$ cat src/rtl/eth_pkg.sv
// Shared Ethernet/IP/UDP constants, TX state encoding and header capture payload.
package eth_pkg;

    localparam int unsigned PREAMBLE_LEN     = 8;
    localparam int unsigned ETH_HEAD_LEN     = 14;
    localparam int unsigned IP_HEAD_LEN      = 20;
    localparam int unsigned UDP_HEAD_LEN     = 8;
    localparam int unsigned CRC_LEN          = 4;
    localparam int unsigned CHECK_SUM_CYCLES = 4;
    localparam int unsigned MIN_PAYLOAD_LEN  = 18;

    localparam logic [7:0]  PREAMBLE_BYTE = 8'h55;
    localparam logic [7:0]  SFD_BYTE      = 8'hD5;
    localparam logic [15:0] ETH_TYPE_IP   = 16'h0800;
    localparam logic [7:0]  IP_VER_IHL    = 8'h45;
    localparam logic [7:0]  IP_TOS        = 8'h00;
    localparam logic [15:0] IP_FLAGS_FRAG = 16'h4000;
    localparam logic [7:0]  IP_TTL        = 8'h40;
    localparam logic [7:0]  IP_PROTO_UDP  = 8'h11;
    localparam logic [31:0] CRC32_POLY    = 32'h04C1_1DB7;

    typedef enum logic [7:0] {
        ST_IDLE      = 8'b0000_0001,
        ST_CHECK_SUM = 8'b0000_0010,
        ST_PREAMBLE  = 8'b0000_0100,
        ST_ETH_HEAD  = 8'b0000_1000,
        ST_IP_HEAD   = 8'b0001_0000,
        ST_UDP_HEAD  = 8'b0010_0000,
        ST_TX_DATA   = 8'b0100_0000,
        ST_CRC       = 8'b1000_0000
    } tx_state_e;

    typedef struct packed {
        logic [15:0] byte_num;
        logic [47:0] des_mac;
        logic [31:0] des_ip;
    } tx_hdr_t;

    function automatic logic [31:0] bitrev32(input logic [31:0] d);
        logic [31:0] r;
        for (int i = 0; i < 32; i++) begin
            r[i] = d[31-i];
        end
        return r;
    endfunction

endpackage

$ cat src/rtl/crc32_d8.sv
// CRC-32 (poly 04C11DB7), one byte per cycle, bytes consumed LSB first as on the wire.
module crc32_d8
    import eth_pkg::*;
(
    input  logic        clk,
    input  logic        rst_n,
    input  logic [7:0]  data,
    input  logic        en,
    input  logic        clr,
    output logic [31:0] crc
);

    logic [31:0] r_crc;
    logic [31:0] w_crc_nxt;

    // Serial MSB-first register update unrolled over the 8 data bits.
    always_comb begin
        w_crc_nxt = r_crc;
        for (int i = 0; i < 8; i++) begin
            if (w_crc_nxt[31] ^ data[i]) begin
                w_crc_nxt = {w_crc_nxt[30:0], 1'b0} ^ CRC32_POLY;
            end else begin
                w_crc_nxt = {w_crc_nxt[30:0], 1'b0};
            end
        end
    end

    always_ff @(posedge clk or negedge rst_n) begin
        if (!rst_n) begin
            r_crc <= '1;
        end else if (clr) begin
            r_crc <= '1;
        end else if (en) begin
            r_crc <= w_crc_nxt;
        end
    end

    assign crc = r_crc;

endmodule

$ cat src/rtl/udp_tx.sv
// GMII UDP/IPv4 frame transmitter: preamble, Ethernet/IP/UDP headers, payload, FCS.
// Optional `UDP_TX_PAD_EN pads short payloads with zeros to a 64-byte frame.
module udp_tx
    import eth_pkg::*;
#(
    parameter logic [47:0] BOARD_MAC = 48'h00_11_22_33_44_55,
    parameter logic [31:0] BOARD_IP  = {8'd192, 8'd168, 8'd1, 8'd10},
    parameter logic [15:0] UDP_PORT  = 16'd1234
)(
    input  logic        clk,
    input  logic        rst_n,
    input  logic        tx_start_en,
    input  logic [15:0] tx_byte_num,
    input  logic [47:0] des_mac,
    input  logic [31:0] des_ip,
    input  logic [31:0] tx_data,
    output logic        tx_req,
    output logic        tx_done,
    output logic        gmii_tx_en,
    output logic [7:0]  gmii_txd
);

    tx_state_e   r_state, w_state_nxt;
    logic [15:0] r_cnt, w_cnt_nxt;
    tx_hdr_t     r_hdr;
    logic [15:0] r_data_len, r_ip_len, r_udp_len, r_ident, r_chk;
    logic [31:0] r_sum, r_word;
    logic        r_tx_req, r_tx_done, r_tx_en;
    logic [7:0]  r_txd;
    logic        w_req_nxt, w_done_nxt, w_en_nxt;
    logic [7:0]  w_byte;
    logic [15:0] w_data_len;
    logic [31:0] w_sum0, w_crc, w_fcs, w_fcs_sh;
    logic        w_crc_en, w_crc_clr;
    logic [111:0] w_eth_vec, w_eth_sh;
    logic [159:0] w_ip_vec, w_ip_sh;
    logic [63:0]  w_udp_vec, w_udp_sh;

`ifdef UDP_TX_PAD_EN
    assign w_data_len = (tx_byte_num < 16'(MIN_PAYLOAD_LEN)) ? 16'(MIN_PAYLOAD_LEN) : tx_byte_num;
`else
    assign w_data_len = tx_byte_num;
`endif

    // Header images, MSB-first; the current byte is shifted into the top lane.
    assign w_eth_vec = {r_hdr.des_mac, BOARD_MAC, ETH_TYPE_IP};
    assign w_ip_vec  = {IP_VER_IHL, IP_TOS, r_ip_len, r_ident, IP_FLAGS_FRAG,
                        IP_TTL, IP_PROTO_UDP, r_chk, BOARD_IP, r_hdr.des_ip};
    assign w_udp_vec = {UDP_PORT, UDP_PORT, r_udp_len, 16'h0000};
    assign w_eth_sh  = w_eth_vec << {r_cnt[3:0], 3'b000};
    assign w_ip_sh   = w_ip_vec  << {r_cnt[4:0], 3'b000};
    assign w_udp_sh  = w_udp_vec << {r_cnt[2:0], 3'b000};
    assign w_fcs     = ~bitrev32(w_crc);
    assign w_fcs_sh  = w_fcs >> {r_cnt[1:0], 3'b000};

    assign w_sum0 = 32'(IP_VER_IHL) * 32'd256 + 32'(IP_TOS) + 32'(r_ip_len) + 32'(r_ident)
                  + 32'(IP_FLAGS_FRAG) + 32'({IP_TTL, IP_PROTO_UDP})
                  + 32'(BOARD_IP[31:16]) + 32'(BOARD_IP[15:0])
                  + 32'(r_hdr.des_ip[31:16]) + 32'(r_hdr.des_ip[15:0]);

    // Byte to be launched next cycle; the first byte of each word comes straight off tx_data.
    always_comb begin
        w_byte = 8'h00;
        case (r_state)
            ST_PREAMBLE: w_byte = (r_cnt == 16'(PREAMBLE_LEN - 1)) ? SFD_BYTE : PREAMBLE_BYTE;
            ST_ETH_HEAD: w_byte = w_eth_sh[111:104];
            ST_IP_HEAD:  w_byte = w_ip_sh[159:152];
            ST_UDP_HEAD: w_byte = w_udp_sh[63:56];
            ST_TX_DATA: begin
                if (r_cnt < r_hdr.byte_num) begin
                    case (r_cnt[1:0])
                        2'd0:    w_byte = tx_data[31:24];
                        2'd1:    w_byte = r_word[23:16];
                        2'd2:    w_byte = r_word[15:8];
                        default: w_byte = r_word[7:0];
                    endcase
                end
            end
            ST_CRC:      w_byte = w_fcs_sh[7:0];
            default:     w_byte = 8'h00;
        endcase
    end

    assign w_crc_en  = (r_state == ST_ETH_HEAD) || (r_state == ST_IP_HEAD) ||
                       (r_state == ST_UDP_HEAD) || (r_state == ST_TX_DATA);
    assign w_crc_clr = (r_state == ST_IDLE);

    crc32_d8 u_crc (
        .clk   (clk),
        .rst_n (rst_n),
        .data  (w_byte),
        .en    (w_crc_en),
        .clr   (w_crc_clr),
        .crc   (w_crc)
    );

    always_ff @(posedge clk or negedge rst_n) begin
        if (!rst_n) begin
            r_state <= ST_IDLE;
            r_cnt   <= '0;
        end else begin
            r_state <= w_state_nxt;
            r_cnt   <= w_cnt_nxt;
        end
    end

    // Next state and next output values; tx_req leads the word's first wire byte by 2 cycles.
    always_comb begin
        w_state_nxt = r_state;
        w_cnt_nxt   = r_cnt + 16'd1;
        w_req_nxt   = 1'b0;
        w_done_nxt  = 1'b0;
        w_en_nxt    = 1'b0;
        case (r_state)
            ST_IDLE: begin
                w_cnt_nxt = '0;
                if (tx_start_en) begin
                    w_state_nxt = ST_CHECK_SUM;
                end
            end
            ST_CHECK_SUM: begin
                if (r_cnt == 16'(CHECK_SUM_CYCLES - 1)) begin
                    w_state_nxt = ST_PREAMBLE;
                    w_cnt_nxt   = '0;
                end
            end
            ST_PREAMBLE: begin
                w_en_nxt = 1'b1;
                if (r_cnt == 16'(PREAMBLE_LEN - 1)) begin
                    w_state_nxt = ST_ETH_HEAD;
                    w_cnt_nxt   = '0;
                end
            end
            ST_ETH_HEAD: begin
                w_en_nxt = 1'b1;
                if (r_cnt == 16'(ETH_HEAD_LEN - 1)) begin
                    w_state_nxt = ST_IP_HEAD;
                    w_cnt_nxt   = '0;
                end
            end
            ST_IP_HEAD: begin
                w_en_nxt = 1'b1;
                if (r_cnt == 16'(IP_HEAD_LEN - 1)) begin
                    w_state_nxt = ST_UDP_HEAD;
                    w_cnt_nxt   = '0;
                end
            end
            ST_UDP_HEAD: begin
                w_en_nxt = 1'b1;
                if (r_cnt == 16'(UDP_HEAD_LEN - 2) && r_hdr.byte_num != 16'd0) begin
                    w_req_nxt = 1'b1;
                end
                if (r_cnt == 16'(UDP_HEAD_LEN - 1)) begin
                    w_state_nxt = (r_data_len != 16'd0) ? ST_TX_DATA : ST_CRC;
                    w_cnt_nxt   = '0;
                end
            end
            ST_TX_DATA: begin
                w_en_nxt = 1'b1;
                if (r_cnt[1:0] == 2'd2 && (r_cnt + 16'd2) < r_hdr.byte_num) begin
                    w_req_nxt = 1'b1;
                end
                if (r_cnt == r_data_len - 16'd1) begin
                    w_state_nxt = ST_CRC;
                    w_cnt_nxt   = '0;
                end
            end
            ST_CRC: begin
                if (r_cnt == 16'(CRC_LEN)) begin
                    w_done_nxt  = 1'b1;
                    w_state_nxt = ST_IDLE;
                    w_cnt_nxt   = '0;
                end else begin
                    w_en_nxt = 1'b1;
                end
            end
            default: begin
                w_state_nxt = ST_IDLE;
                w_cnt_nxt   = '0;
            end
        endcase
    end

    always_ff @(posedge clk or negedge rst_n) begin
        if (!rst_n) begin
            r_tx_req  <= 1'b0;
            r_tx_done <= 1'b0;
            r_tx_en   <= 1'b0;
            r_txd     <= 8'h00;
        end else begin
            r_tx_req  <= w_req_nxt;
            r_tx_done <= w_done_nxt;
            r_tx_en   <= w_en_nxt;
            r_txd     <= w_en_nxt ? w_byte : 8'h00;
        end
    end

    // Capture, checksum pipeline (sum, fold, fold, invert), payload word and packet id.
    always_ff @(posedge clk or negedge rst_n) begin
        if (!rst_n) begin
            r_hdr      <= '0;
            r_data_len <= '0;
            r_ip_len   <= '0;
            r_udp_len  <= '0;
            r_ident    <= '0;
            r_chk      <= '0;
            r_sum      <= '0;
            r_word     <= '0;
        end else begin
            if (r_state == ST_IDLE && tx_start_en) begin
                r_hdr      <= '{byte_num: tx_byte_num, des_mac: des_mac, des_ip: des_ip};
                r_data_len <= w_data_len;
                r_ip_len   <= tx_byte_num + 16'(IP_HEAD_LEN + UDP_HEAD_LEN);
                r_udp_len  <= tx_byte_num + 16'(UDP_HEAD_LEN);
            end
            if (r_state == ST_CHECK_SUM) begin
                case (r_cnt[1:0])
                    2'd0:    r_sum <= w_sum0;
                    2'd1:    r_sum <= 32'(r_sum[31:16]) + 32'(r_sum[15:0]);
                    2'd2:    r_sum <= 32'(r_sum[31:16]) + 32'(r_sum[15:0]);
                    default: r_chk <= ~r_sum[15:0];
                endcase
            end
            if (r_state == ST_TX_DATA && r_cnt[1:0] == 2'd0) begin
                r_word <= tx_data;
            end
            if (w_done_nxt) begin
                r_ident <= r_ident + 16'd1;
            end
        end
    end

    assign tx_req     = r_tx_req;
    assign tx_done    = r_tx_done;
    assign gmii_tx_en = r_tx_en;
    assign gmii_txd   = r_txd;

endmodule

$ cat config.mk
export PLATFORM = sky130hd
export DESIGN_NAME = udp_tx
export DESIGN_NICKNAME = d
export VERILOG_FILES = /design/src/rtl/eth_pkg.sv /design/src/rtl/crc32_d8.sv /design/src/rtl/udp_tx.sv
export SDC_FILE = /design/constraint.sdc
export NUM_CORES = 1
export LEC_CHECK = 0
export ABC_AREA = 0
export BUFFER_PORTS_ARGS = -buffer_cell sky130_fd_sc_hd__buf_2
export CAP_MARGIN = 10
export CORE_ASPECT_RATIO = 1.5
export CORE_MARGIN = 2
export CORE_UTILIZATION = 40
export DETAILED_ROUTE_END_ITERATION = 12
export MAX_ROUTING_LAYER = met4
export RECOVER_POWER = 50
export SLEW_MARGIN = 25
export SYNTH_ARGS = -nofsm -noshare
export SYNTH_HDL_FRONTEND = slang
export SYNTH_HIERARCHICAL = 1
export SYNTH_SLANG_ARGS = --single-unit
$ cat constraint.sdc
create_clock -name clk -period 8.8 [get_ports clk]
set_input_delay 0.88 -clock clk [delete_from_list [all_inputs] [get_ports clk]]
set_output_delay 0.88 -clock clk [all_outputs]
set_load 0.02 [all_outputs]
Word level (Yosys, flattened, before mapping)
Cells that the tools add are included.
{ "op_classes": {"add_sub_neg": 15, "n_lt_le_gt_ge": 2, "eq_ne": 25, "shifts": 4, "n_mux": 40, "bitwise": 19, "n_reduce_logical": 18} }
{ "ops": {"columns": ["cell", "count"], "rows": [
  ["$mux 27", 8],
  ["$shl 159x8->160", 1],
  ["$not 14->14", 8],
  ["$shl 112x7->112", 1],
  ["$mux 16", 6],
  ["$mux 8", 12],
  ["$pmux 16 s6", 1],
  ["$mux 32", 2],
  ["$pmux 32 s2", 1],
  ["$pmux 8 s8", 1],
  ["$shl 59x6->64", 1],
  ["$eq 16x3->1 const B", 3],
  ["$pmux 8 s6", 1],
  ["$add 16x1->16 const B", 2],
  ["$lt 16x16->1", 2],
  ["$not 32->32", 1],
  ["$shr 32x5->8", 1],
  ["$add 23x16->24", 1],
  ["$pmux 8 s3", 1],
  ["$add 22x16->23", 1],
  ["$add 21x9->22 const B", 1],
  ["$add 20x16->21 const B", 1],
  ["$add 19x15->20 const B", 1],
  ["$add 18x15->19 const B", 1],
  ["other kinds (38)", 64]
]} }
{ "totals": {"reg_bits": 283, "in_bits": 131, "out_inout_bits": 11, "word_cells": 139} }

Depth between registers and ports, before layout
Gate-level depths: netlist (run 1).
{ "depth": {"word_depth": 22, "depth_mapped": 18, "mapped_depth_nobuf": 18} }

Modules after synthesis
The synthesis (run 1) kept the hierarchy.
{ "by_module_without_submodules": {"columns": ["mod", "instances", "cells_per_inst", "area_each_um2", "seq_area_each_um2"], "rows": [
  ["udp_tx", 1, 1681, 15133.3, 5831.8],
  ["crc32_d8", 1, 170, 2252.2, 840.8]
]} }

Worst setup path before layout (run 1)
Ideal clock, no wire load.
{ "synth_timing": {"path_kind": "register to register", "start": "register r_cnt[1]", "end": "register u_crc.r_crc[13], in the netlist u_crc/crc[13]", "setup_ns": 0.077, "arrival_time_ns": 4.002, "required_ns": 8.723, "slack_ns": 4.720, "stages_incl_launch_ff": 15, "path_buffers": 1, "period_less_slack_ns": 4.080, "cell_sequence": "dfrtp_1 -> buf_2 -> clkinv_1 -> ha_1 -> nor2_1 -> o31ai_1 -> a21oi_1 -> o31ai_1 -> a32oi_1 -> o21bai_1 -> a311o_1 -> xor2_1 -> xnor3_1 -> xnor3_1 -> a21bo_1"} }
{ "synth_between": {"word_cells_on_any_way": 31, "classes_between": "order compare: 1; eq/ne: 2; shift: 4; mux: 13; bitwise: 10; reduce/logical: 1"} }
{ "synth_rtl": {"columns": ["element", "line_no", "rtl"], "rows": [
  ["from (decl)", "udp_tx.sv:24", "logic [15:0] r_cnt, w_cnt_nxt;"],
  ["from (signal assigned)", "udp_tx.sv:103", "r_cnt <= w_cnt_nxt;"],
  ["branches (longest 3 deep; another with $lt 16x16->1)", null, null],
  ["$pmux 8 s6 *", "udp_tx.sv:64", "case (r_state)"],
  ["net w_byte[0]", "udp_tx.sv:31", "logic [7:0] w_byte;"],
  ["$xor 1x1->1 *", "crc32_d8.sv:20", "if (w_crc_nxt[31] ^ data[i]) begin"],
  ["$mux 27 *", "crc32_d8.sv:20", null],
  ["$xor 1x1->1 *", "crc32_d8.sv:20", null],
  ["$mux 27 * (2 in a row)", "crc32_d8.sv:20", null],
  ["$mux 32 *", "crc32_d8.sv:33", "end else if (en) begin"],
  ["$mux 32 *", "crc32_d8.sv:31", "end else if (clr) begin"],
  ["to (signal assigned)", "crc32_d8.sv:34", "r_crc <= w_crc_nxt;"],
  ["to (decl)", "crc32_d8.sv:13", "logic [31:0] r_crc;"]
]} }
Mark *: on every way through the listed nets, which the timed path passes. The select of a mux whose other input is x is not followed.
A chain may end at the register's enable or synchronous reset.

Worst setup path after layout (run 1)
{ "layout_timing": {"start": "register r_cnt[0]", "end": "register u_crc.r_crc[13], in the netlist u_crc/crc[13]"} }
{ "layout_between": {"word_cells_on_any_way": 31, "classes_between": "order compare: 1; eq/ne: 2; shift: 4; mux: 13; bitwise: 10; reduce/logical: 1"} }
{ "layout_rtl": {"columns": ["element", "line_no"], "rows": [
  ["branches (longest 3 deep; another with $lt 16x16->1)", null],
  ["$pmux 8 s6 *", "udp_tx.sv:64"],
  ["net w_byte[5]", "udp_tx.sv:31"],
  ["$xor 1x1->1 *", "crc32_d8.sv:20"],
  ["$mux 27 *", "crc32_d8.sv:20"],
  ["$not 14->14 (no source line)", null],
  ["$mux 27 * (2 in a row)", "crc32_d8.sv:20"],
  ["$mux 32 *", "crc32_d8.sv:33"],
  ["$mux 32 *", "crc32_d8.sv:31"]
]} }
Marks and branches as above.

==> summary.md, run 1 <==
| Metric | Value |
|---|---|
| First-pass GRT wire length | 82.4 mm |
| WP data arrival | 6.70 ns |
| Path category of the worst min-delay check | reg2reg |
| Die Span Y | 259 um |
| CTS tree | yes |
| Internal power | 4.43 mW |
| Critical hold path startpoint | r_hdr[36]$_DFFE_PN0P_ |
| Minimum clock period | 6.20 ns |
| DRT iter0 DRCs | slightly above 1000 |
| Syn-to-layout area delta | 12.2% |
| Sequential Power Share | approximately a quarter |
| Total CTS buffers | 28 |
| Maximum Capacitance Violations | 2 |
| Drc violations | 0 |
| Violated checks | capacitance limit, slew limit |
| Post-DR wirelength/cell | between 20 and 25 um |
| Routed WL | 53.0 mm |
| CP startpoint | r_cnt[0]$_DFF_PN0_ |
| Largest net degree at the start of global routing | just over 100 |
| Filler cells | 4130 |
| Die area | 0.0452 mm^2 |
| Logic pwr share | approximately 59% |
| Synth Flop Type | dfrtp_1 |
| Clock transition at path regs | approximately 0.07 ns |
| Slew Limit Headroom | -217% |
| Max H-tree Level | 1 |
| WS Path Type | reg2reg |
| Ant diodes | 0 |
| Hold Violations, Final | 0 |
| Antenna Nets Post-Route | 0 |
| Syn avg cell area | between 9 and 10 um^2 |
| Count of final max-slew check failures | between 100 and 150 |
| Synth Instances | roughly 1900 |
| Post-CTS Setup Bufs | 0 |
| CP max stage cell | dfrtp_1 |
| Top cell type's share of synthesized area | 33.4% |
| 1st-pass router iterations | 7 |
| Slew of the pin with the lowest slew margin | 4.76 ns |
| Worst Clk Skew | 0.0119 ns |
| Critical Path End Type | flop |
| Worst-Skew Late Latency | 0.57 ns |
| Max Freq | 161 MHz |
| P per Cell Area | 424 mW/mm^2 |
| Clock share of power | 15.8% |
| Final net count | ~2200 |
| Sw Ratio | 46.5% |
| Initial Utilization | 40.5% |
| Synth cell types | 85 |
| Element type at the critical path start | flop |
| GRT Overall Usage | 24.2% |
| Critical-path cell list | inv_1, ha_1, nor2_1, o31ai_1, a21oi_1, o31ai_1, a32oi_1, o21bai_1, a311oi_1, inv_1, xnor2_1, xnor3_1, xnor3_1, a21bo_1 |
| Total grt overflow | 0 |
| Die W | between 150 and 200 um |
| Vias per cell | 5.48 |
| Hold WS | 0.468 ns |
| Fraction of layout instances using a drive strength above 1 | 16.1% |
| Status | finished, violations left |
| RSZ-0062 raised after global routing | false |
| Seq/Total Area, Yosys | between 30% and 40% |
| Core ar. | 0.0429 mm^2 |
| LEAKAGE | 8.78 nW |
| CTS Sinks | roughly 270 |
| CTS Root Cell | clkbuf_16 |
| CTS resizes | 0 |
| P_sw | 3.84 mW |
| Largest cells by area after synthesis | dfrtp_1 (33%), nand2_1 (7.0%), ha_1 (6.0%), dfstp_2 (5.0%), o21ai_0 (4.3%) |
| Syn_nets | 2098 |
| Synth Cell Area | around 0.017 mm^2 |
| HPWL Detailed | 40.4 mm |
| Max incr delay on CP | 2.06 ns |
| #FFs+latches synth | 265 |
| Post-synth ARST share | 100% |
| CP Data Required Time | 9.30 ns |
| Count of flip-flops with a built-in enable after synthesis | 0 |
| CP Max Fanout | 56 |
| Initial antenna violation count | 0 |
| Leading area contributor after synthesis | dfrtp_1 |
| Clock Tree Buf Depth | 3 |
| Port buffer count | 141 |
| Vias | 13900 |
| Top-Level Pins | 142 |
| Endpoints failing setup | 0 |
| Peak supply drop | 0.326 mV |
| FF-to-FF Start | r_cnt[0]$_DFF_PN0_ |
| Vias in the first global route | ~14000 |
| Hold Buf Count CTS | 0 |
| Final Wtd Congestion | 0.941 |
| Final setup TNS | 0 ns |
| Std-Cell Rows | 93 |
| Period utilization | a little over two thirds |
| Warning count from the yosys run | 6 |
==> area by class of cell <==
| type | instances | area (um^2) | share of cell area, % |
|---|---|---|---|
| inverter | 138 | 518 | 2.66 |
| multi-input combinational | 1351 | 9800 | 50.3 |
| timing repair buffer | 153 | 777 | 3.98 |
| sequential | 265 | 6670 | 34.2 |
| tap | 570 | 713 | 3.66 |
| clock inverter | 19 | 250 | 1.28 |
| clock buffer | 32 | 767 | 3.93 |
==> metrics by stage <==
stage | cell area [um^2] | cells | setup slack, ns | total power [mW] | utilization (%)
2_1_floorplan | 17400 | 1851 | 4.72 | 5.45 | -
3_3_place_gp | 18500 | 2477 | 4.17 | 6.88 | 43.1
3_5_place_dp | 18500 | 2477 | 4.07 | 6.95 | 43.1
4_1_cts | 19500 | 2528 | 4.07 | 8.30 | 45.5
5_1_grt | 19500 | 2528 | 2.08 | 8.88 | 45.4
6_report | 19500 | 2528 | 2.60 | 8.27 | 45.4
==> critical path: cells and delay by family (launching register included) <==
family          cells  cell delay (ns)
compound gates      7             1.46
xor+xnor            3             1.45
fa+ha+maj           1             0.42
buf+inv             2             0.61
flops               1             2.06
simple gates        1             0.12
==> state kept, by name (all words and copies together), names as in the netlist <==
register and flops:
tx_done 1, r_udp_len 13, gmii_txd 8, gmii_tx_en 1, r_chk 16, u_crc/crc 32, r_sum 19, r_ident 16
r_data_len 16, r_hdr 80, r_word 24, r_state 8, r_ip_len 14, r_cnt 16, tx_req 1
==> placed cells by master, fill, tap and decap left out, types with 32 or more instances in the layout <==
master and instances:
nand2_1 322, dfrtp_1 231, nand3_1 35, nor2_1 110, xor2_1 41, dfstp_2 33
o21ai_0 151, fa_1 32, mux2_2 35, a21oi_1 81, buf_2 129, ha_1 84
xnor2_1 85, inv_1 134
==> Yosys cell counts (9+ instances only) <==
library cell	number
nand2_1	323
dfrtp_1	232
o21ai_0	151
inv_1	134
nor2_1	110
xnor2_1	85
ha_1	84
a21oi_1	81
clkbuf_1	75
xor2_1	41
mux2_2	35
nand3_1	35
dfstp_2	33
fa_1	32
a211o_1	24
mux4_2	24
nor3_1	22
nor2b_1	21
mux2i_1	19
xnor3_1	16
nand4_1	14
and3_1	12
nand2b_1	12
a21o_1	11
a222oi_1	11
buf_2	11
nor4_1	11
o22ai_1	11
and2_1	10
buf_1	9
xnor2_2	9
==> routing by layer <==
metal	vias to the layer above	routed length, um	global-route usage [%]	part of all wire, %
met4	0	2360	10.3	4.4
met2	382	28500	44.5	54
met3	107	2060	2.37	3.9
li1	6537	-	-	-
met1	6834	20100	26.6	38
met5	-	0	-	0
==> cell families (layout without fill, tap and decap cells) <==
logic type	Yosys count	count (layout)	share of synthesized area, %
and+or+nand+nor	611	611	15.8
adders and majority gates	116	116	9.73
buffers and inverters	235	342	5.26
AOI/OAI and AO/OA	387	387	14.0
muxes	78	78	6.47
xor gates and xnor gates	159	159	10.3
DFF	265	265	38.4
==> final timing paths <==
path | end | slack [ns] | depth (start not counted)
worst min-delay path | r_hdr[36]$_DFFE_PN0P_ | 0.47 | 2
worst max register to register | u_crc/crc[13]$_DFFE_PN1P_ | 2.60 | 14
worst min register to register | r_hdr[36]$_DFFE_PN0P_ | 0.47 | 2
min in group asynchronous | r_hdr[20]$_DFFE_PN0P_ | 2.01 | 1
worst max-delay path | u_crc/crc[13]$_DFFE_PN1P_ | 2.60 | 14
max in group asynchronous | r_cnt[1]$_DFF_PN0_ | 3.21 | 3
==> power groups by stage <==
stage	Combinational (mW)	Sequential (mW)	Clock, mW
5_1_grt	5.38	2.11	1.39
2_1_floorplan	3.59	1.86	0
4_1_cts	4.90	2.07	1.34
3_3_place_gp	4.80	2.08	0
3_5_place_dp	4.87	2.09	0
6_report	4.89	2.07	1.31
Note: power is estimated with default switching activity, not from simulation.
==> run 2, diff against run 1 <==
Settings changed: ABC_AREA 0 to 1.
Clock period 8.8 ns to 5.4 ns, I/O delays scaled along.
==> summary.md, run 2 <==
| Metric | Value |
|---|---|
| Violated checks | capacitance limit, slew limit |
| Critical Path End Type | flop |
| Critical-path cell list | inv_1, nand2_1, inv_2, a221oi_1, o22ai_1, a21oi_1, nand2_1, inv_1, nand2_1, nand2_1, nand3_1, nand2_1, nand2_1, nand3_1, nand3_1, nand2_1, inv_1 |
| Max incr delay on CP | just under 0.7 ns |
| Worst-Skew Late Latency | 0.58 ns |
| Syn_nets | 2581 |
| Vias | 16600 |
| Clock transition at path regs | 0.07 ns |
| DRT iter0 DRCs | 1304 |
| Status | finished, violations left |
| Max reg flops | 80 |
| Antenna Nets Post-Route | 0 |
| Seq/Total Area, Yosys | 37.2% |
| CTS Root Cell | clkbuf_16 |
| LEAKAGE | 10.1 nW |
| Die area | 0.0466 mm^2 |
| Dpl cells | 3001 |
| CP max stage cell | dfrtp_1 |
| Syn-to-layout area delta | 13.1% |
| Element type at the critical path start | flop |
| Period utilization | 86.3% |
| Synth Flop Type | dfrtp_1 |
| Syn avg cell area | 7.68 um^2 |
| Drc violations | 0 |
| Minimum clock period | 4.66 ns |
| Slew of the pin with the lowest slew margin | approximately 3.7 ns |
| Final net count | 2698 |
| Worst Clk Skew | 0.0201 ns |
| Port buffer count | 141 |
| WS Path Type | reg2reg |
| Count of final max-slew check failures | 56 |
| WP data arrival | just over 5 ns |
| Final non-filler cell total | approximately 3000 |
| CP Data Required Time | approximately 6 ns |
| Slew Limit Headroom | -143% |
| Vias per cell | 5.42 |
| Tot Pwr | 13.7 mW |
| Largest cells by area after synthesis | dfrtp_1 (32%), nand2_1 (14%), inv_1 (6.1%), ha_1 (5.9%), dfstp_2 (4.8%) |
| Post-synth ARST share | 100% |
| Path category of the worst min-delay check | in2reg |
| Total CTS buffers | 29 |
| Final Wtd Congestion | 0.970 |
| Die Span Y | 263 um |
| Endpoints failing setup | 0 |
| Most frequent cells in the layout | nand2_1 (654), inv_1 (293), dfrtp_1 (232) |
| CP Max Fanout | 34 |
| Count of flip-flops with a built-in enable after synthesis | 0 |
| 1st-pass router iterations | 7 |
| Clock Tree Buf Depth | 3 |
| Synth Instances | 2334 |
| Routed WL | 62.5 mm |
| Maximum Capacitance Violations | 1 |
| Fraction of layout instances using a drive strength above 1 | 13.4% |
| CTS Sinks | 265 |
| GRT Overall Usage | 27.7% |
| CTS tree | yes |
| Setup WS pre-CTS | ~1.0 ns |
| P per Cell Area | 677 mW/mm^2 |
| Total grt overflow | 0 |
| #FFs+latches synth | between 200 and 300 |
| Core Util, Final | between 40% and 50% |
| Std-Cell Rows | 95 |
| Peak supply drop | 0.986 mV |
| Initial antenna violation count | 0 |
| Warning count from the yosys run | 6 |
| Largest Register | r_hdr |
| HPWL Detailed | 48.7 mm |
| Leading area contributor after synthesis | dfrtp_1 |
| Final setup TNS | 0 ns |
| Synth cell types | 65 |
| Most numerous cell in the Yosys netlist | nand2_1 |
| Post-DR wirelength/cell | 20.5 um |
| Post-CTS Setup Bufs | 0 |
| Hold Violations, Final | 0 |
| Commonest non-fill, non-tap cell in the layout | nand2_1 |
| First-pass GRT wire length | roughly 96 mm |
| Post-synth top cells | nand2_1 (654), inv_1 (293), dfrtp_1 (232), nor2_1 (166), o21ai_0 (147) |
| Core ar. | ~0.045 mm^2 |
| RSZ-0062 raised after global routing | false |
| Synth Cell Area | ~0.018 mm^2 |
| Max Freq | approximately 210 MHz |
| Max H-tree Level | 1 |
| Initial Utilization | roughly two fifths |
| Top-Level Pins | 142 |
| Top cell type's share of synthesized area | around 32% |
| Die W | 177 um |
| Vias in the first global route | around 17000 |
| Most used cell along the critical path | nand2_1 |
| Ant diodes | 0 |
| Worst setup margin | 0.742 ns |
| Largest net degree at the start of global routing | 147 |
==> run 2: changes by cell type after synthesis, moves of 32 or more <==
cell / delta
inv_1: +159
nand3_1: +81
clkbuf_1: -32
xnor2_1: -72
nor2_1: +56
nand2_1: +331
xor2_1: +42
==> run 2: report_power, final <==
part           total, mW  internal [mW]  switching, mW  leakage [nW]
clock               2.25           1.34          0.910         0.527
combinational       8.29           2.80           5.49          6.25
sequential          3.17           2.63          0.540          3.28
total               13.7           6.78           6.94          10.1
==> run 2: path summary, 6_finish.rpt <==
kind / startpoint / end / slack [ns] / depth (start not counted)
max reg2reg: r_cnt[1]$_DFF_PN0_ / u_crc/crc[12]$_DFFE_PN1P_ / 0.74 / 17
max: r_cnt[1]$_DFF_PN0_ / u_crc/crc[12]$_DFFE_PN1P_ / 0.74 / 17
min in group asynchronous: rst_n / r_data_len[15]$_DFFE_PN0P_ / 1.75 / 2
max in group asynchronous: rst_n / r_udp_len[10]$_DFFE_PN0P_ / 0.98 / 3
min: des_mac[34] / r_hdr[66]$_DFFE_PN0P_ / 0.17 / 3
min reg2reg: r_hdr[36]$_DFFE_PN0P_ / r_hdr[36]$_DFFE_PN0P_ / 0.47 / 2
==> run 2: worst max-delay path, delay by kind of cell, from the launching register on <==
family	cells	cell delay (ns)
buffers and inverters	4	0.82
AND/OR/NAND/NOR	10	1.86
AO/OA/AOI/OAI	3	1.20
flip-flops	1	0.68
==> run 2: through the flow <==
step | hold WS (ns) | area [um^2]
CTS | 0.153 | 20300
finish | 0.170 | 20300
floorplan | 0.244 | 17900
detailed placement | 0.455 | 19200
global route | 0.164 | 20300
global placement | 0.455 | 19200
==> run 2: area by class of cell <==
class,instances,area (um^2)
multi-input combinational,1684,9770
inverter,309,1160
fill,4495,24300
timing repair buffer,162,876
tap,582,728
clock inverter,20,270
clock buffer,34,795
sequential,265,6670
==> run 2: cells by family (layout without fill, tap and decap cells) <==
| group | Yosys count | after routing | synth area share (%) |
|---|---|---|---|
| XOR/XNOR | 101 | 101 | 5.28 |
| adder cells (fa/ha/maj) | 116 | 116 | 9.43 |
| AO/OA/AOI/OAI | 384 | 384 | 12.7 |
| multiplexers | 28 | 28 | 1.73 |
| AND/OR/NAND/NOR | 1055 | 1055 | 25.2 |
| flip-flops | 265 | 265 | 37.2 |
| buffers and inverters | 385 | 525 | 8.40 |
==> run 2: repair_timing <==
item | 4_1_cts | 5_1_grt
hold buffers | 1 | 0
gates resized for setup | 0 | 0
endpoints found under the hold margin | 53 | 0
==> run 2: layer usage <==
| layer | vias to the layer above | track usage [%] | wire length, um |
|---|---|---|---|
| met4 | 0 | 14.9 | 4060 |
| li1 | 7825 | - | - |
| met2 | 571 | 49.9 | 33100 |
| met3 | 198 | 2.35 | 2450 |
| met5 | - | - | 0 |
| met1 | 7974 | 29.8 | 22900 |
==> run 3, diff against run 2 <==
Settings changed: CORE_UTILIZATION 40 to 45, PLACE_DENSITY from default to 0.65.
==> summary.md, run 3 (synthesis gave the netlist of run 2 again) <==
| Metric | Value |
|---|---|
| Status | finished, violations left |
| Violated checks | capacitance limit, slew limit |
| Drc violations | 0 |
| Largest Register | r_hdr |
| Std-Cell Rows | 89 |
| Fraction of layout instances using a drive strength above 1 | 13.3% |
| Element type at the critical path start | flop |
| Crit path max-delay family | simple AND/OR/NAND/NOR gates |
| P per Cell Area | 673 mW/mm^2 |
| Total grt overflow | 0 |
| CTS Sinks | 265 |
| Port buffer count | around 140 |
| Worst-Skew Late Latency | around 0.57 ns |
| Crit path buffers/inverters | 4 |
| Endpoints failing setup | 0 |
| R2R cell count | 17 |
| Core ar. | 0.0393 mm^2 |
| Reg-to-reg slack, setup | between 0.3 and 0.4 ns |
| Path category of the worst min-delay check | in2reg |
| CP Max Fanout | 34 |
| CP Data Required Time | 5.91 ns |
| Final non-filler cell total | 2969 |
| CTS Root Cell | clkbuf_16 |
| Hold EP | r_hdr[78]$_DFFE_PN0P_ |
| Total CTS buffers | 29 |
| Vias | 16600 |
| Critical Path End Type | flop |
| HPWL Detailed | 46.9 mm |
| Vias in the first global route | around 17000 |
| Peak supply drop | 1.08 mV |
| Initial antenna violation count | 0 |
| Clock Tree Buf Depth | 3 |
| Largest net degree at the start of global routing | approximately 160 |
| 1st-pass router iterations | 5 |
| Worst Clk Skew | 0.0111 ns |
| Die Span Y | roughly 250 um |
| Max Freq | about 200 MHz |
| Area of the multi-input gates | 0.00976 mm^2 |
| RSZ-0062 raised after global routing | false |
| Minimum clock period | approximately 5.0 ns |
| Non-Filler Cell Area, Final | 0.0200 mm^2 |
| LEAKAGE | 9.99 nW |
| Post-DR wirelength/cell | 20.4 um |
| CP max stage cell | dfrtp_1 |
| FF-to-FF Start | r_cnt[1]$_DFF_PN0_ |
| Top-Level Pins | 142 |
| Clock transition at path regs | 0.07 ns |
| Max reg flops | 80 |
| Dpl cells | 2916 |
| Final setup TNS | 0 ns |
| Commonest non-fill, non-tap cell in the layout | nand2_1 |
| Final Wtd Congestion | 1.02 |
| Slew Limit Headroom | -93.1% |
| Most used cell along the critical path | nand2_1 |
| Critical-path cell list | inv_1, nand2_1, inv_2, a221oi_1, o22ai_1, a21oi_1, nand2_1, inv_1, nand2_1, nand2_1, nand3_1, nand2_1, nand2_1, nand3_1, nand3_1, nand2_1, inv_1 |
| Max incr delay on CP | 0.65 ns |
| FF/Latch Area | 0.00667 mm^2 |
| Hold Path Cell Cnt | 3 |
| Final net count | between 2000 and 3000 |
| CTS resizes | 0 |
| Most frequent cells in the layout | nand2_1 (654), inv_1 (293), dfrtp_1 (232) |
| FF-to-FF End | u_crc/crc[12]$_DFFE_PN1P_ |
| Antenna Nets Post-Route | 0 |
| Routed WL | 60.7 mm |
| WP data arrival | between 5 and 6 ns |
| Vias per cell | roughly 5.6 |
| CTS tree | yes |
| Die area | approximately 0.041 mm^2 |
| Critical hold path startpoint | des_mac[46] |
| Maximum Capacitance Violations | 2 |
| Post-CTS Setup Bufs | 0 |
| WS Path Type | reg2reg |
| GRT Overall Usage | 29.7% |
| Ant diodes | 0 |
| Setup WS pre-CTS | slightly above 0.5 ns |
| Die W | 167 um |
| Worst setup margin | roughly 0.38 ns |
| Slew of the pin with the lowest slew margin | 2.90 ns |
| Hold Violations, Final | 0 |
| DRT iter0 DRCs | 1354 |
| Placed cell areas | 0.0191 mm^2 |
| Count of final max-slew check failures | 268 |
| Syn-to-layout area delta | 11.8% |
| Period utilization | 92.9% |
| Initial Utilization | between 40% and 50% |
| Max H-tree Level | 1 |
| Hold WS | 0.173 ns |
| First-pass GRT wire length | between 90 and 100 mm |
| Filler cells | 3827 |
| Hold Buf Count CTS | 0 |
run 3: final cells by class:
type	instances	share of cell area, %
repair buffers	158	4.15
clock inverters	20	1.01
multi-input cells	1684	48.7
well taps	500	3.12
inverters	309	5.80
flip-flops and latches	265	33.3
clock buffers	33	3.90
run 3: routing by layer:
metal | global-route usage, % | routed length, um | vias up
met3 | 2.88 | 2460 | 216
met2 | 53.6 | 31900 | 539
met4 | 17.6 | 4290 | 0
met1 | 31.2 | 22000 | 8026
li1 | - | - | 7825
met5 | - | 0 | -
run 3: worst register-to-register path: stages (launching register included):
cell and delay [ns]:
dfrtp_1 0.65, inv_1 0.41, nand2_1 0.49, inv_2 0.43
a221oi_1 0.64, o22ai_1 0.19, a21oi_1 0.47, nand2_1 0.21
inv_1 0.12, nand2_1 0.06, nand2_1 0.34, nand3_1 0.21
nand2_1 0.31, nand2_1 0.13, nand3_1 0.09, nand3_1 0.09
nand2_1 0.09, inv_1 0.04
run 3: how the worst max path moves through the flow:
stage,end,cells after the start,startpoint,slack [ns]
global route,r_hdr[61]$_DFFE_PN0P_,2,rst_n,0.08
floorplan,r_sum[15]$_DFFE_PN0P_,18,r_hdr[1]$_DFFE_PN0P_,2.08
finish,u_crc/crc[12]$_DFFE_PN1P_,17,r_cnt[1]$_DFF_PN0_,0.38
global placement,u_crc/crc[12]$_DFFE_PN1P_,17,r_cnt[1]$_DFF_PN0_,0.73
detailed placement,u_crc/crc[12]$_DFFE_PN1P_,17,r_cnt[1]$_DFF_PN0_,0.51
CTS,u_crc/crc[12]$_DFFE_PN1P_,17,r_cnt[1]$_DFF_PN0_,0.52
run 3: power by group:
group / switching, mW / internal (mW)
combinational: 5.47 / 2.80
clock: 0.881 / 1.18
sequential: 0.516 / 2.64
run 3: metrics by stage:
step / power (mW) / util, %
after floorplan: 8.79 / -
after global placement: 11.3 / 48.5
after detailed placement: 11.4 / 48.6
after CTS: 13.5 / 51.1
after global routing: 14.7 / 51.0
final: 13.5 / 51.0
